===== src/rtl/perf_pkg.sv =====
// perf_pkg: shared defaults and saturation mode constants for the performance counter bank
package perf_pkg;
  localparam int DEF_WIDTH = 32;
  localparam int DEF_NUM_CH = 4;
  localparam int MODE_WRAP = 0;
  localparam int MODE_SAT = 1;
endpackage


===== src/rtl/perf_counter.sv =====
// perf_counter: one event counter (clk, rst, inc, clr -> value, sticky ovf) that wraps or saturates at all-ones
module perf_counter
  import perf_pkg::*;
#(
  parameter int WIDTH = DEF_WIDTH,
  parameter int SATURATE = MODE_WRAP
) (
  input  logic             clk,
  input  logic             rst,
  input  logic             inc,
  input  logic             clr,
  output logic [WIDTH-1:0] value,
  output logic             ovf
);
  logic full;
  assign full = &value;
  always_ff @(posedge clk or posedge rst)
    if (rst) begin
      value <= '0;
      ovf <= 1'b0;
    end else if (clr) begin
      value <= '0;
      ovf <= 1'b0;
    end else if (inc) begin
      value <= (full && SATURATE == MODE_SAT) ? value : value + 1'b1;
      ovf <= ovf | full;
    end
endmodule


===== src/rtl/perf_counter_bank.sv =====
// perf_counter_bank: NUM_CH event counters plus a cycle counter (clk, rst, en, clr, evt, snap, sel -> cycle, rd_data, ovf, snap_valid) with snapshot shadows
module perf_counter_bank
  import perf_pkg::*;
#(
  parameter int WIDTH = DEF_WIDTH,
  parameter int NUM_CH = DEF_NUM_CH,
  parameter int SATURATE = MODE_WRAP,
  localparam int SW = (NUM_CH > 1) ? $clog2(NUM_CH) : 1
) (
  input  logic              clk,
  input  logic              rst,
  input  logic              en,
  input  logic              clr,
  input  logic [NUM_CH-1:0] evt,
  input  logic              snap,
  input  logic [SW-1:0]     sel,
  output logic [WIDTH-1:0]  cycle,
  output logic [WIDTH-1:0]  rd_data,
  output logic [NUM_CH:0]   ovf,
  output logic              snap_valid
);
  logic [WIDTH-1:0] live [NUM_CH+1];
  logic [WIDTH-1:0] shadow [NUM_CH];
  logic [NUM_CH:0] inc;
  assign inc = {1'b1, evt} & {(NUM_CH+1){en}};
  assign cycle = live[NUM_CH];
  for (genvar g = 0; g <= NUM_CH; g++) begin : g_cnt
    perf_counter #(.WIDTH(WIDTH), .SATURATE(SATURATE)) u_cnt (
      .clk(clk),
      .rst(rst),
      .inc(inc[g]),
      .clr(clr),
      .value(live[g]),
      .ovf(ovf[g])
    );
  end
  always_ff @(posedge clk or posedge rst)
    if (rst) begin
      for (int i = 0; i < NUM_CH; i++) shadow[i] <= '0;
      rd_data <= '0;
      snap_valid <= 1'b0;
    end else begin
      if (snap) for (int i = 0; i < NUM_CH; i++) shadow[i] <= live[i];
      snap_valid <= snap;
      rd_data <= (int'(sel) < NUM_CH) ? shadow[sel] : '0;
    end
endmodule


===== config.mk =====
export PLATFORM = sky130hd
export DESIGN_NAME = perf_counter_bank
export DESIGN_NICKNAME = d
export VERILOG_FILES = /design/src/rtl/perf_pkg.sv /design/src/rtl/perf_counter.sv /design/src/rtl/perf_counter_bank.sv
export SDC_FILE = /design/constraint.sdc
export NUM_CORES = 1
export LEC_CHECK = 0
export ABC_AREA = 0
export CAP_MARGIN = 25
export CORE_MARGIN = 10
export CORE_UTILIZATION = 35
export DETAILED_ROUTE_END_ITERATION = 7
export DONT_BUFFER_PORTS = 1
export SETUP_SLACK_MARGIN = 0.02
export SYNTH_ARGS = -nofsm -noshare
export SYNTH_HDL_FRONTEND = slang
export SYNTH_SLANG_ARGS = --single-unit

===== constraint.sdc =====
create_clock -name clk -period 18.94 [get_ports clk]
set_input_delay 3.788 -clock clk [delete_from_list [all_inputs] [get_ports clk]]
set_output_delay 3.788 -clock clk [all_outputs]
set_load 0.05 [all_outputs]

==> impl_metrics.env <==
export IMPL_cts_root_buf="clkbuf_16"
export IMPL_critPathArrivalTime_ns=6.12
export IMPL_tritoncts="built"
export IMPL_rsz0062_at_grt="false"
export IMPL_fin_nets=1198
export IMPL_synthFlopType="dfrtp_1"
export IMPL_syn_nets=1204
export IMPL_post_cts_setup_buffer_count=0
export IMPL_setup_viol=0
export IMPL_finalWorstSetupSlack_ns=13.39
export IMPL_cts_hold_buf=0
export IMPL_dr_wl_met2_um=15270
export IMPL_start_kind="input port"
export IMPL_utilization_pct=39.61
export IMPL_fin_tns_setup_ns=0
export IMPL_clk_latency_ns=0.54
export IMPL_ir_worst_vdd_v=0.00005542
export IMPL_hp_class="reg2reg"
export IMPL_end_kind="async pin"
export IMPL_synthCells=1188
export IMPL_ys_ff_latch=326
export IMPL_start_util_pct=35.36
export IMPL_netlist_area_mm2=0.01441
export IMPL_grt_max_degree=166
export IMPL_highest_layer="met4"
export IMPL_synthTopCellsByArea="dfrtp_1 57%, mux2_2 10%, xor2_1 5.8%"
export IMPL_hpwl_um=21350
export IMPL_num_io_pins=81
export IMPL_drive_gt1_share_pct=20.31
export IMPL_slew_viol_final=0
export IMPL_grt_pass1_wl_um=52210
export IMPL_num_rows=74
export IMPL_finalCriticalPeriod_ns=5.554
export IMPL_die_area_mm2=0.04967
export IMPL_wl_per_cell_um=18.33
export IMPL_synth_edf_count=0
export IMPL_cts_htree_levels=2
export IMPL_period_share_pct=29.33
export IMPL_cts_buffers=37
export IMPL_crit_required_ns=19.51
export IMPL_synth_top_area_cell="dfrtp_1"
export IMPL_routed_wl_um=31940
export IMPL_ys_warn_count=0
export IMPL_syn2layout_area_growth_pct=12.01
export IMPL_finalHoldViolCount=0
export IMPL_yosys_cell_count_top_type="dfrtp_1"
export IMPL_synth_top_area_share_pct=56.63
export IMPL_post_place_ws_ns=12.66
export IMPL_max_freq_ghz=0.1800
export IMPL_synth_distinct_cells=36
export IMPL_ys_seq_area_share_pct=56.63
export IMPL_worst_pin_slew_ns=0.9759
export IMPL_powerDensity_mw_per_mm2=89.70
export IMPL_cts_sinks=326
export IMPL_fill_cells=3817
export IMPL_grt_pass1_vias=9032
export IMPL_clk_path_buf_depth=3
export IMPL_grt_total_usage_pct=12.95
export IMPL_wl_met1_um=14400
export IMPL_clk_pin_slew_ns=0.06
export IMPL_critPathKind="in2async"
export IMPL_synthTopCellsByCount="326 x dfrtp_1, 166 x nor2_1, 128 x mux2_2, 95 x xor2_1, 62 x nand3_1"
export IMPL_hold_ws_ns=0.5015
export IMPL_skew_ns=0.02062
export IMPL_drt_iter0_markers=591
export IMPL_p_leak_nw=7.206
export IMPL_cts_resized=0
export IMPL_dr_pass1_iters=5
export IMPL_grt_overflow=0
export IMPL_antenna_left=0
export IMPL_ys_async_sr_fraction_pct=100.0
export IMPL_route_met3_wl_um=1374
export IMPL_vias_per_cell=5.143
export IMPL_route_detailed_drc=0
export IMPL_die_w_um=222.9
export IMPL_io_buffer_count=0
export IMPL_die_height_um=222.9
export IMPL_diodes=0
export IMPL_cp_max_fo=136
export IMPL_outcome="finished clean"
export IMPL_avgSynthCellArea_um2=12.13
export IMPL_relSlewSlack_pct=34.40
export IMPL_maxCapViolCount=0
export IMPL_antenna_found_initial=0
export IMPL_globalplace_congestion=0.8409
export IMPL_coreArea_mm2=0.04074
export IMPL_vias=8964
## final timing paths
path                            cells after the start  slack (ns)                        to                startpoint
worst min-delay path                                1        0.50               shadow[124]               shadow[124]
min in group asynchronous                           1        3.22  g_cnt[4].u_cnt.value[24]                       rst
worst max-delay path                                3       13.39                shadow[93]                       rst
worst max register to register                      5       16.34  g_cnt[4].u_cnt.value[31]  g_cnt[4].u_cnt.value[11]
worst min register to register                      1        0.50               shadow[124]               shadow[124]
max in group clk                                    0       13.87                  cycle[8]   g_cnt[4].u_cnt.value[8]
## metrics by stage
stage / area, um2 / instances / total power [mW]
final: 16140 / 1743 / 1.447
after detailed placement: 14900 / 1674 / 0.7472
after global routing: 16140 / 1743 / 1.497
after global placement: 14890 / 1673 / 0.7466
after floorplan: 14410 / 1188 / 0.7528
after CTS: 16130 / 1742 / 1.469
## worst max-delay path, cell delays in order
cell	delay, ns
inv_8	0.52
buf_4	0.75
buf_4	0.80
## layer usage
metal  vias to the layer above  track usage [%]
met5                         -                0
met4                         0            4.817
met3                        48            2.602
met2                       163            21.05
met1                      4564            16.74
li1                       4189                -
## sequential cells by signal, indices dropped and copies added, names as in the netlist
name               count
shadow               128
g_cnt.u_cnt.ovf        5
g_cnt.u_cnt.value    160
snap_valid             1
rd_data               32
## power by group
group	internal (mW)	total [mW]	switching, mW
clock	0.422	0.714	0.292
sequential	0.700	0.707	0.00709
combinational	0.0103	0.0261	0.0158
total	1.13	1.45	0.315
## kinds of logic after synthesis
group | Yosys count | share of synthesized area, %
mux | 161 | 15.08
compound gates | 33 | 1.225
fa+ha+maj | 5 | 0.4343
xor+xnor | 143 | 8.695
simple gates | 453 | 15.96
buf+inv | 67 | 1.980
flops | 326 | 56.63
## layout by cell type (no fill, tap or decap), types with 2 or more instances in the layout
cell type / n
or3_1: 13
nand3_1: 62
a31oi_1: 3
a41oi_1: 2
nand4_1: 60
nor4_1: 8
nor4b_1: 2
nand2_1: 52
and4_1: 16
mux4_2: 32
clkinv_2: 13
clkbuf_16: 39
nor3_1: 23
buf_4: 7
nor4_2: 8
dfrtp_1: 326
mux2_2: 128
o21ai_0: 12
xor2_1: 95
clkbuf_8: 8
a21oi_1: 16
and3_1: 25
inv_8: 2
ha_1: 5
nor2b_1: 3
and2_1: 9
clkbuf_1: 3
nor2_1: 166
xnor2_1: 48
inv_1: 12
## final cells by class
| cell class | count | area, um2 | share of cell area (%) |
|---|---|---|---|
| multi-input combinational | 795 | 5962 | 36.95 |
| timing repair buffer | 9 | 65.06 | 0.4032 |
| sequential | 326 | 8158 | 50.56 |
| inverter | 13 | 56.30 | 0.3489 |
| tap | 532 | 665.6 | 4.125 |
| clock inverter | 18 | 131.4 | 0.8142 |
| clock buffer | 50 | 1097 | 6.801 |
(Power assumes the default switching activity.)
